`src/rtl/esc_pkg.sv`:
```
// Shared types and defaults for the ESC arm/run/disarm sequencer.
package esc_pkg;

  typedef enum logic [1:0] {
    ST_DISARMED = 2'd0,
    ST_ARMING   = 2'd1,
    ST_RUN      = 2'd2,
    ST_FAILSAFE = 2'd3
  } esc_state_e;

  localparam int unsigned SPEED_W          = 16;
  localparam int unsigned DEF_FRAME_CYCLES = 100000;
  localparam int unsigned DEF_MAX_CMD      = 45000;

  // Unsigned ceiling clamp of a commanded speed.
  function automatic logic [SPEED_W-1:0] clamp_speed(input logic [SPEED_W-1:0] cmd,
                                                     input logic [SPEED_W-1:0] ceil);
    return (cmd > ceil) ? ceil : cmd;
  endfunction

endpackage

```
`src/rtl/esc_slew_channel.sv`:
```
// One motor channel: clamped target register and per-frame slew-limited speed.
module esc_slew_channel
  import esc_pkg::*;
#(
  parameter int unsigned SLEW_STEP = 500,
  parameter int unsigned MAX_CMD   = DEF_MAX_CMD
) (
  input  logic               clk,
  input  logic               rst_n,
  input  logic [SPEED_W-1:0] i_cmd,
  input  logic               i_load,
  input  logic               i_clr,
  input  logic               i_step,
  input  logic               i_zero,
  output logic [SPEED_W-1:0] o_speed,
  output logic               o_step_zero_c
);

  localparam int unsigned        CALC_W = SPEED_W + 1;
  localparam logic [CALC_W-1:0]  STEP   = CALC_W'(SLEW_STEP);
  localparam logic [SPEED_W-1:0] CEIL   = SPEED_W'(MAX_CMD);

  logic [SPEED_W-1:0] r_tgt;
  logic [SPEED_W-1:0] r_cur;
  logic [SPEED_W-1:0] w_step_val;
  logic [CALC_W-1:0]  w_cur_x;
  logic [CALC_W-1:0]  w_tgt_x;
  logic [CALC_W-1:0]  w_up_gap;
  logic [CALC_W-1:0]  w_dn_gap;
  logic [CALC_W-1:0]  w_next_x;

  // Move toward the target by at most STEP; landing exactly on it otherwise.
  always_comb begin
    w_cur_x  = {1'b0, r_cur};
    w_tgt_x  = {1'b0, r_tgt};
    w_up_gap = w_tgt_x - w_cur_x;
    w_dn_gap = w_cur_x - w_tgt_x;
    w_next_x = w_cur_x;
    if (w_cur_x < w_tgt_x) begin
      w_next_x = (w_up_gap > STEP) ? (w_cur_x + STEP) : w_tgt_x;
    end else if (w_cur_x > w_tgt_x) begin
      w_next_x = (w_dn_gap > STEP) ? (w_cur_x - STEP) : w_tgt_x;
    end
    w_step_val = SPEED_W'(w_next_x);
  end

  always_ff @(posedge clk or negedge rst_n) begin
    if (!rst_n) begin
      r_tgt <= '0;
      r_cur <= '0;
    end else begin
      if (i_clr) begin
        r_tgt <= '0;
      end else if (i_load) begin
        r_tgt <= clamp_speed(i_cmd, CEIL);
      end
      if (i_zero) begin
        r_cur <= '0;
      end else if (i_step) begin
        r_cur <= w_step_val;
      end
    end
  end

  assign o_speed       = r_cur;
  assign o_step_zero_c = (w_step_val == '0);

endmodule

```
`src/rtl/esc_sequencer.sv`:
```
// Frame scheduler and arm/run/failsafe sequencer feeding NUM_MOTORS PWM blocks.
module esc_sequencer
  import esc_pkg::*;
#(
  parameter int unsigned NUM_MOTORS     = 4,
  parameter int unsigned FRAME_CYCLES   = DEF_FRAME_CYCLES,
  parameter int unsigned ARM_FRAMES     = 1000,
  parameter int unsigned TIMEOUT_FRAMES = 50,
  parameter int unsigned SLEW_STEP      = 500,
  parameter int unsigned MAX_CMD        = DEF_MAX_CMD
) (
  input  logic                          clk,
  input  logic                          rst_n,
  input  logic                          arm_req,
  input  logic                          disarm_req,
  input  logic                          cmd_valid,
  input  logic [SPEED_W*NUM_MOTORS-1:0] cmd_speed,
  output logic [SPEED_W*NUM_MOTORS-1:0] speed_out,
  output logic                          speed_oe,
  output logic                          armed,
  output logic [1:0]                    state,
  output logic                          fault
);

  localparam int unsigned FRAME_W = $clog2(FRAME_CYCLES);
  localparam int unsigned ARM_W   = $clog2(ARM_FRAMES) + 1;
  localparam int unsigned TO_W    = $clog2(TIMEOUT_FRAMES) + 1;

  logic [FRAME_W-1:0]    r_frame_cnt;
  logic [ARM_W-1:0]      r_arm_cnt;
  logic [TO_W-1:0]       r_to_cnt;
  esc_state_e            r_state;
  esc_state_e            w_next;
  logic                  r_oe;
  logic                  r_armed;
  logic                  r_fault;
  logic                  w_tick;
  logic                  w_set_fault;
  logic                  w_clr_tgt;
  logic                  w_load_tgt;
  logic                  w_step;
  logic [NUM_MOTORS-1:0] w_ch_zero;
  logic                  w_all_zero;

  assign w_tick     = (r_frame_cnt == FRAME_W'(FRAME_CYCLES - 1));
  assign w_all_zero = &w_ch_zero;

  always_comb begin
    w_next      = r_state;
    w_set_fault = 1'b0;
    if (disarm_req) begin
      w_next = ST_DISARMED;
    end else begin
      unique case (r_state)
        ST_DISARMED: begin
          if (arm_req && !r_fault) w_next = ST_ARMING;
        end
        ST_ARMING: begin
          if (!arm_req) begin
            w_next = ST_DISARMED;
          end else if (w_tick && (r_arm_cnt == ARM_W'(ARM_FRAMES - 1))) begin
            w_next = ST_RUN;
          end
        end
        ST_RUN: begin
          // A command in the final idle frame keeps the link alive.
          if (w_tick && !cmd_valid && (r_to_cnt == TO_W'(TIMEOUT_FRAMES - 1))) begin
            w_next      = ST_FAILSAFE;
            w_set_fault = 1'b1;
          end else if (!arm_req) begin
            w_next = ST_FAILSAFE;
          end
        end
        ST_FAILSAFE: begin
          if (w_tick && w_all_zero) w_next = ST_DISARMED;
        end
        default: w_next = ST_DISARMED;
      endcase
    end
  end

  // Targets read zero throughout FAILSAFE and are wiped on each entry to DISARMED.
  assign w_clr_tgt  = (w_next == ST_FAILSAFE) ||
                      ((w_next == ST_DISARMED) && (r_state != ST_DISARMED));
  assign w_load_tgt = cmd_valid && (r_state != ST_FAILSAFE);
  assign w_step     = w_tick && ((r_state == ST_RUN) || (r_state == ST_FAILSAFE));

  always_ff @(posedge clk or negedge rst_n) begin
    if (!rst_n) begin
      r_frame_cnt <= '0;
      r_arm_cnt   <= '0;
      r_to_cnt    <= '0;
      r_state     <= ST_DISARMED;
      r_oe        <= 1'b0;
      r_armed     <= 1'b0;
      r_fault     <= 1'b0;
    end else begin
      r_frame_cnt <= w_tick ? '0 : (r_frame_cnt + FRAME_W'(1));
      r_oe        <= w_tick;
      r_state     <= w_next;
      r_armed     <= (w_next == ST_RUN);
      if (w_set_fault) begin
        r_fault <= 1'b1;
      end else if ((r_state == ST_DISARMED) && !arm_req) begin
        r_fault <= 1'b0;
      end
      if (w_next != ST_ARMING) begin
        r_arm_cnt <= '0;
      end else if (w_tick && (r_state == ST_ARMING)) begin
        r_arm_cnt <= r_arm_cnt + ARM_W'(1);
      end
      if ((w_next != ST_RUN) || cmd_valid) begin
        r_to_cnt <= '0;
      end else if (w_tick && (r_state == ST_RUN)) begin
        r_to_cnt <= r_to_cnt + TO_W'(1);
      end
    end
  end

  for (genvar g = 0; g < NUM_MOTORS; g++) begin : g_ch
    esc_slew_channel #(
      .SLEW_STEP (SLEW_STEP),
      .MAX_CMD   (MAX_CMD)
    ) u_ch (
      .clk           (clk),
      .rst_n         (rst_n),
      .i_cmd         (cmd_speed[g*SPEED_W +: SPEED_W]),
      .i_load        (w_load_tgt),
      .i_clr         (w_clr_tgt),
      .i_step        (w_step),
      .i_zero        (disarm_req),
      .o_speed       (speed_out[g*SPEED_W +: SPEED_W]),
      .o_step_zero_c (w_ch_zero[g])
    );
  end

  assign speed_oe = r_oe;
  assign armed    = r_armed;
  assign fault    = r_fault;
  assign state    = r_state;

endmodule

```
`config.mk`:
```
export PLATFORM = sky130hd
export DESIGN_NAME = esc_sequencer
export DESIGN_NICKNAME = d
export VERILOG_FILES = /design/src/rtl/esc_pkg.sv /design/src/rtl/esc_slew_channel.sv /design/src/rtl/esc_sequencer.sv
export SDC_FILE = /design/constraint.sdc
export NUM_CORES = 1
export LEC_CHECK = 0
export CORE_UTILIZATION = 40
export DETAILED_ROUTE_END_ITERATION = 12
export GPL_ROUTABILITY_DRIVEN = 0
export SYNTH_ARGS = -nofsm -noshare
export SYNTH_HDL_FRONTEND = slang
export SYNTH_SLANG_ARGS = --single-unit
```
`constraint.sdc`:
```
create_clock -name clk -period 14.6 [get_ports clk]
set_clock_uncertainty 0.05 [all_clocks]
set_input_delay 4.38 -clock clk [delete_from_list [all_inputs] [get_ports clk]]
set_output_delay 4.38 -clock clk [all_outputs]
set_load 0.05 [all_outputs]
```
==> impl_metrics.csv, run 1 <==
group,metric,value,unit
run_status,status,"complete, no violations",
synth,syn_area,19200,um^2
setup_path,r2r_setup_slack,7880,ps
place,dp_hpwl,52.6,mm
clock_network,clk_pin_slew,90,ps
synth,synth_fp_nets,2795,
clock_network,cts_resized,0,
clock_network,clockBufferDepth,2,
synth,yosysTopAreaCell,"dfrtp_1",
floorplanning,io_pins,138,
clock_network,numCtsBuffers,17,
final_layout,area_delta_synth_final,11.8,%
global_route,grt_overflow_total,0,
setup_path,cp_max_fo,6,
place,placed_area,20900,um^2
drt,vias_per_cell,6.43,
drt,drc_errors,0,
drt,vias,20700,
drt,routed_wl,69.7,mm
clock_network,clockRootBuffer,"clkbuf_16",
drt,drtIter0Drc,2356,
global_route,grt_pass1_vias,19300,
setup_path,crit_type,"in2reg",
final_layout,antennaDiodeCount,0,
synth,synth-seq-cells,168,
global_route,antenna_found_initial,3,
clock_network,hold_buffers,0,
synth,synth_common_cells,"nor2_1 (259), nand2_1 (238), a21oi_1 (208)",
job,drv_cap,0,
floorplanning,rows,79,
place,dp_slack,7050,ps
floorplanning,start_util,0.409,
sta,fin_hold_ws,456,ps
drt,first_pass_iters,8,
setup_path,worstSetupStartpointType,"input port",
setup_path,rr_endpoint,"r_arm_cnt[10]",
setup_path,cpMaxStageDelayCell,"o21ai_0",
synth,synth_flop_cell,"dfrtp_1",
final_layout,nets,2808,
power,p_leak,8.73,nW
floorplanning,core,47000,um^2
sta,grt_setup_unrepaired,"false",
synth,ys_async_sr_fraction,1.00,
sta,min_period,7130,ps
setup_path,crit_family,"compound AO/OA/AOI/OAI gates",
sta,post-route-period-util,0.488,
clock_network,cts.sinks,168,
synth,yosys-top-cells-area,"dfrtp_1 (22%), ha_1 (9.1%), a21oi_1 (5.4%), nor2_1 (5.1%), nand2_1 (4.6%)",
synth,synth_edf_count,0,
final_layout,fin_cells,3214,
final_layout,final_util,0.458,
clock_network,post_cts_buffers,0,
setup_path,slowest_delay,980,ps
sta,hold_viol,0,
synth,synth_top_area_share,0.219,
synth,ys_warn_count,0,
sta,slew_viol_final,0,
setup_path,cp_num_cells,8,
clock_network,cts_htree_levels,4,
place,placed_cells,3183,
floorplanning,die_x,221,um
setup_path,endpoint_kind,"flop",
clock_network,clk_latency,450,ps
sta,fmax,140,MHz
drt,postRouteAntennaNets,0,
sta,tightest_slew,1280,ps
sta,relSlewSlack,0.136,
final_layout,drive_gt1_frac,0.0460,
setup_path,crit_required,14910,ps
floorplanning,die_y,221,um
final_layout,fin_area,21500,um^2
power,power.density,73.6,nW/um^2
setup_path,critical_path.endpoint,"g_ch[1].u_ch.r_tgt[5]",
sta,setup_violations,0,
setup_path,cp_num_buf_inv,1,
power,p_total,1.58,mW
place,port_buffers,137,
drt,drt-wirelength-per-cell,21.7,um
clock_network,cts_tree,"done",
setup_path,path_cells,"clkdlybuf4s50_1, o31a_1, nor3_1, nor3_1, o21a_1, o21ai_0, nand3_1, a21oi_1",
setup_path,worstReg2RegStart,"g_ch[3].u_ch.o_speed[12]",
floorplanning,design.die.area,48900,um^2
synth,syn-mean-instance-area,7.44,um^2
global_route,grt_pass1_wl,111,mm
global_route,grt_max_degree,93,
worst_hold_path,hold_class,"reg2reg",
synth,synth_cell_type_count,99,
setup_path,cp_common_cell,"nor3_1",
sta,worst_slack,7470,ps
sta,tns,0,ps
power,ir_worst_vdd,127,uV
setup_path,critPathArrivalTime,7450,ps
synth,ys_seq_area_frac,0.219,
global_route,grt.total_usage,0.279,
setup_path,r2r_cells,16,
synth,netlist_instances,2582,
setup_path,cp-startpoint,"cmd_speed[17]",
synth,synthMostInstantiatedCell,"nor2_1",
==> cell families (layout without fill, tap and decap cells) <==
kind of cell    count (synthesis)  after routing  synth area share
mux                            58             58            0.0307
flops                         168            168             0.219
simple gates                  966            966             0.250
compound gates                806            806             0.282
fa+ha+maj                     144            144            0.0953
xor+xnor                      124            124            0.0565
buf+inv                       316            341            0.0663
==> final cells by class <==
cell class	instances	area [um^2]
fillers	4672	25500
repair buffers	156	1510
well taps	607	759
clock inverters	13	185
clock buffers	18	439
multi-input cells	2098	13800
inverters	154	578
flip-flops and latches	168	4200
==> layer usage <==
| layer | vias up | share of wire | global-route usage |
|---|---|---|---|
| met5 | - | 0.00059 | 0 |
| met4 | 6 | 0.030 | 0.0911 |
| met3 | 128 | 0.076 | 0.0374 |
| met2 | 1019 | 0.45 | 0.444 |
| met1 | 9970 | 0.44 | 0.387 |
| li1 | 9529 | - | - |
==> sequential cells by signal, summed over array words and instances, names as in the netlist <==
name	cells
armed	1
fault	1
g_ch.u_ch.o_speed	64
g_ch.u_ch.r_tgt	64
r_arm_cnt	11
r_frame_cnt	17
r_to_cnt	7
speed_oe	1
state	2
==> worst reg2reg max path, cell delays in order (launching register included) <==
cell and delay, ps:
dfrtp_1 540, inv_1 160, ha_1 650, nand4_1 340, a211o_1 370, a21o_1 170, nand2_1 750, o211ai_1 280
nor4_4 570, and2_1 640, a221o_1 260, o22ai_1 120, nor2_1 300, nor4b_1 450, nand4_1 230, o31a_1 500
nor3_1 250
==> how the worst min path moves through the flow <==
stage / from / end / slack [ps] / cells after the start
floorplan: r_frame_cnt[0] / r_frame_cnt[0] / 400 / 1
global placement: r_frame_cnt[0] / r_frame_cnt[0] / 430 / 1
detailed placement: r_frame_cnt[8] / r_frame_cnt[8] / 440 / 1
CTS: r_frame_cnt[8] / r_frame_cnt[8] / 450 / 1
global route: r_frame_cnt[13] / r_frame_cnt[13] / 470 / 1
finish: r_frame_cnt[13] / r_frame_cnt[13] / 460 / 1
==> power by group <==
group | switching, mW | internal (mW)
registers | 0.0423 | 0.488
clock network | 0.226 | 0.280
logic | 0.346 | 0.199
total | 0.615 | 0.968
==> cells in the final DEF, fill, tap and decap left out, types with 41 or more instances in the layout <==
cell	count
a211oi_1	63
a21o_1	47
a21oi_1	208
clkdlybuf4s50_1	135
dfrtp_1	168
ha_1	140
inv_1	153
mux2i_1	50
nand2_1	237
nand3_1	95
nand4_1	57
nor2_1	258
nor3_1	91
o211ai_1	43
o21ai_0	122
o22ai_1	41
xnor2_1	79
xor2_1	45
Power figures use the tool's default switching activity.
==> run 2: changes to the inputs <==
Clock period 14.6 ns to 6.64 ns, I/O delays scaled along.
==> impl_metrics.csv, run 2 (synthesis gave the netlist of run 1 again) <==
group,metric,value,unit
sta,hold_viol,0,
clock_network,clockBufferDepth,2,
sta,fin_hold_ws,445,ps
drt,first_pass_iters,8,
setup_path,critPathArrivalTime,6320,ps
global_route,grt_pass1_wl,110,mm
place,dp_hpwl,54.1,mm
drt,vias,20700,
sta,worst_slack,636,ps
sta,fmax,167,MHz
clock_network,clk_pin_slew,70,ps
clock_network,cts_htree_levels,4,
clock_network,cts_resized,0,
sta,grt_setup_unrepaired,"false",
sta,post-route-period-util,0.904,
drt,drt-wirelength-per-cell,21.7,um
global_route,grt_max_degree,103,
floorplanning,start_util,0.409,
floorplanning,rows,79,
final_layout,area_delta_synth_final,12.3,%
run_status,status,"complete, no violations",
clock_network,hold_buffers,0,
drt,drtIter0Drc,2159,
floorplanning,design.die.area,48900,um^2
setup_path,crit_required,6960,ps
final_layout,nets,2828,
floorplanning,core,47000,um^2
power,p_leak,8.82,nW
floorplanning,io_pins,138,
clock_network,numCtsBuffers,17,
final_layout,fin_area,21600,um^2
final_layout,fin_cells,3233,
power,p_total,3.38,mW
global_route,grt_overflow_total,0,
clock_network,clk_latency,450,ps
drt,drc_errors,0,
sta,setup_violations,0,
final_layout,drive_gt1_frac,0.0529,
setup_path,crit_type,"reg2reg",
sta,min_period,6000,ps
final_layout,final_cell_mix,"nor2_1 (258), nand2_1 (237), a21oi_1 (208), dfrtp_1 (168), inv_1 (153)",
clock_network,cts_tree,"done",
place,placed_cells,3203,
final_layout,antennaDiodeCount,0,
clock_network,post_cts_buffers,0,
job,drv_cap,0,
drt,postRouteAntennaNets,0,
setup_path,endpoint_kind,"flop",
sta,tns,0,ps
floorplanning,die_x,221,um
sta,relSlewSlack,0.341,
final_layout,final_common_cell,"nor2_1",
setup_path,cp_max_fo,25,
clock_network,clockRootBuffer,"clkbuf_16",
drt,routed_wl,70.1,mm
clock_network,cts.sinks,168,
final_layout,final_util,0.460,
sta,tightest_slew,989,ps
power,ir_worst_vdd,160,uV
worst_hold_path,hold_class,"reg2reg",
global_route,grt.total_usage,0.279,
place,port_buffers,137,
power,power.density,157,nW/um^2
place,dp_slack,736,ps
drt,vias_per_cell,6.39,
setup_path,worstSetupStartpointType,"flop",
place,placed_area,21000,um^2
global_route,grt_pass1_vias,19400,
global_route,antenna_found_initial,0,
floorplanning,die_y,221,um
sta,slew_viol_final,0,
==> run 2: final cells by class <==
type | count | area (um^2)
multi-input cells | 2098 | 13800
inverters | 154 | 578
clock buffers | 17 | 425
repair buffers | 176 | 1660
fillers | 4713 | 25400
clock inverters | 13 | 144
flip-flops and latches | 168 | 4200
well taps | 607 | 759
==> run 2: path summary, 6_finish.rpt <==
| check | startpoint | end | slack, ps | cells after the start |
|---|---|---|---|---|
| max in group asynchronous | rst_n | g_ch[1].u_ch.o_speed[1] | 3780 | 2 |
| worst min register to register | r_frame_cnt[0] | r_frame_cnt[0] | 450 | 1 |
| min in group asynchronous | rst_n | g_ch[0].u_ch.o_speed[0] | 1590 | 1 |
| worst max register to register | g_ch[2].u_ch.o_speed[7] | r_arm_cnt[2] | 640 | 16 |
| worst min-delay path | r_frame_cnt[0] | r_frame_cnt[0] | 450 | 1 |
| worst max-delay path | g_ch[2].u_ch.o_speed[7] | r_arm_cnt[2] | 640 | 16 |
==> run 2: where the power goes <==
group	total (mW)	switching, mW	internal [mW]
logic	1.21	0.765	0.442
registers	1.17	0.0924	1.07
clock network	1.01	0.451	0.555
==> run 2: per-layer routing <==
metal	global-route usage	routed length, um	part of all wire	vias up
met3	0.0442	5690	0.081	153
met5	0	0	0	-
met1	0.387	30900	0.44	9921
met2	0.434	31000	0.44	1013
li1	-	-	-	9569
met4	0.109	2530	0.036	0
==> run 2: critical path, cell delays in order, from the launching register on <==
cell	delay (ps)
dfrtp_1	510
clkinv_1	320
ha_1	530
and2_1	240
o21a_1	180
a2111oi_0	460
and3_1	250
nand4_1	120
nand4_1	250
or2_1	730
a31oi_1	170
a22oi_1	350
o2111ai_1	320
nor4_1	410
nand4_1	210
o31a_1	550
nor3_2	250
==> run 3: changes to the inputs <==
Settings changed: RECOVER_POWER from default to 50.
==> impl_metrics.csv, run 3 (synthesis gave the netlist of run 1 again) <==
group,metric,value,unit
run_status,status,"complete, but fails checks",
run_status,violations,"capacitance limit, slew limit",
clock_network,cts_resized,0,
power,power.switching,1.30,mW
place,dp_hpwl,54.1,mm
setup_path,cp_common_cell,"nand4_1",
setup_path,cpMaxStageDelayCell,"or2_1",
setup_path,slowest_delay,740,ps
drt,postRouteAntennaNets,0,
drt,vias_per_cell,6.38,
global_route,grt_pass1_wl,110,mm
sta,tns,0,ps
sta,setup_violations,0,
clock_network,post_cts_buffers,0,
global_route,grtUsageMet3,0.0442,
final_layout,antennaDiodeCount,0,
clock_network,hold_buffers,0,
floorplanning,core,47000,um^2
global_route,grt_max_degree,103,
clock_network,numCtsBuffers,17,
global_route,grt_pass1_vias,19400,
floorplanning,die_y,221,um
clock_network,cts.sinks,168,
final_layout,drive_gt1_frac,0.0518,
drt,routed_wl,70.0,mm
setup_path,crit_type,"reg2reg",
setup_path,crit_required,6950,ps
final_layout,final_common_cell,"nor2_1",
sta,min_period,6030,ps
final_layout,fillers,4715,
clock_network,cts_tree,"done",
sta,grt_setup_unrepaired,"false",
power,power.density,156,nW/um^2
drt,drtIter0Drc,2367,
setup_path,cp-startpoint,"g_ch[2].u_ch.o_speed[7]",
floorplanning,start_util,0.409,
clock_network,clk_latency,450,ps
setup_path,path_cells,"clkinv_1, ha_1, and2_1, o21a_1, a2111oi_0, and3_1, nand4_1, nand4_1, or2_1, a31oi_1, a22oi_1, o2111ai_1, nor4_1, nand4_1, o31a_1, nor3_2",
power,clockPowerShare,0.298,
global_route,grt_use_met2,0.434,
job,drv_cap,2,
place,placed_cells,3203,
sta,relSlewSlack,-0.781,
global_route,antenna_found_initial,0,
final_layout,final_cell_mix,"nor2_1 (258), nand2_1 (237), a21oi_1 (208), dfrtp_1 (168), inv_1 (153)",
drt,vias,20600,
sta,post-route-period-util,0.908,
final_layout,nets,2828,
power,p_int,2.07,mW
setup_path,critPathArrivalTime,6340,ps
clock_network,clk_pin_slew,70,ps
power,p_comb_frac,0.357,
floorplanning,design.die.area,48900,um^2
sta,tightest_slew,2670,ps
power,p_total,3.37,mW
place,dp_slack,736,ps
sta,fmax,166,MHz
power,p_leak,8.86,nW
clock_network,clockRootBuffer,"clkbuf_16",
clock_network,clockBufferDepth,2,
global_route,busiest_layer,"met2",
place,port_buffers,137,
floorplanning,io_pins,138,
worst_hold_path,hold_class,"reg2reg",
final_layout,area_delta_synth_final,12.2,%
drt,drc_errors,0,
floorplanning,rows,79,
setup_path,cp_num_buf_inv,1,
setup_path,crit_family,"simple AND/OR/NAND/NOR gates",
power,pwr-share-seq,0.346,
global_route,grt_overflow_total,0,
drt,drt-wirelength-per-cell,21.7,um
power,ir_worst_vdd,158,uV
setup_path,endpoint_kind,"flop",
final_layout,fin_cells,3233,
worst_hold_path,hp-start,"r_frame_cnt[0]",
setup_path,worstSetupStartpointType,"flop",
drt,first_pass_iters,6,
sta,hold_viol,0,
power,sw_frac_of_total,0.387,
setup_path,worstReg2RegStart,"g_ch[2].u_ch.o_speed[7]",
clock_network,cts_htree_levels,4,
sta,slew_viol_final,133,
setup_path,cp_max_fo,25,
global_route,gr-usage-met1,0.387,
global_route,grt.total_usage,0.279,
sta,worst_slack,611,ps
floorplanning,die_x,221,um
[run 3: changes by cell type in the layout (fill, tap and decap cells not counted), sizes merged]
| cell | change |
|---|---|
| clkbuf | +4 |
| clkdlybuf4s50 | -15 |
| buf | -4 |
| dlygate4sd3 | +15 |
[run 3: worst paths after layout]
path | end | slack (ps) | cells past startpoint
worst max-delay path | r_arm_cnt[2] | 610 | 16
min in group asynchronous | g_ch[0].u_ch.o_speed[0] | 2300 | 1
max in group asynchronous | g_ch[3].u_ch.o_speed[1] | 1610 | 2
worst min-delay path | r_frame_cnt[0] | 450 | 1
worst max register to register | r_arm_cnt[2] | 610 | 16
worst min register to register | r_frame_cnt[0] | 450 | 1
[run 3: power by group through the flow]
stage	Sequential (mW)	Clock (mW)	Combinational, mW
after CTS	1.16	1.03	1.18
after global routing	1.17	1.06	1.32
after floorplan	1.14	0	0.865
final	1.17	1.00	1.20
after global placement	1.18	0	1.16
after detailed placement	1.18	0	1.17
[run 3: metal layers]
metal | wire length (um) | share of wire
met5 | 0 | 0
met1 | 31000 | 0.44
met4 | 2600 | 0.037
met3 | 5550 | 0.079
met2 | 30800 | 0.44
[run 3: final cells by class]
| type | instances | area (um^2) | share of cell area |
|---|---|---|---|
| Tap cell | 607 | 759 | 0.0352 |
| Sequential cell | 168 | 4200 | 0.195 |
| Multi-Input combinational cell | 2098 | 13800 | 0.640 |
| Clock buffer | 17 | 425 | 0.0197 |
| Timing Repair Buffer | 176 | 1640 | 0.0763 |
| Clock inverter | 13 | 144 | 0.00667 |
| Inverter | 154 | 578 | 0.0268 |
[run 3: metrics by stage]
| stage | hold slack (ps) | utilization | area, um^2 |
|---|---|---|---|
| 5_1_grt | 479 | 0.459 | 21600 |
| 6_report | 446 | 0.459 | 21600 |
| 4_1_cts | 442 | 0.460 | 21600 |
| 2_1_floorplan | 405 | - | 19200 |
| 3_3_place_gp | 423 | 0.448 | 21000 |
| 3_5_place_dp | 433 | 0.448 | 21000 |
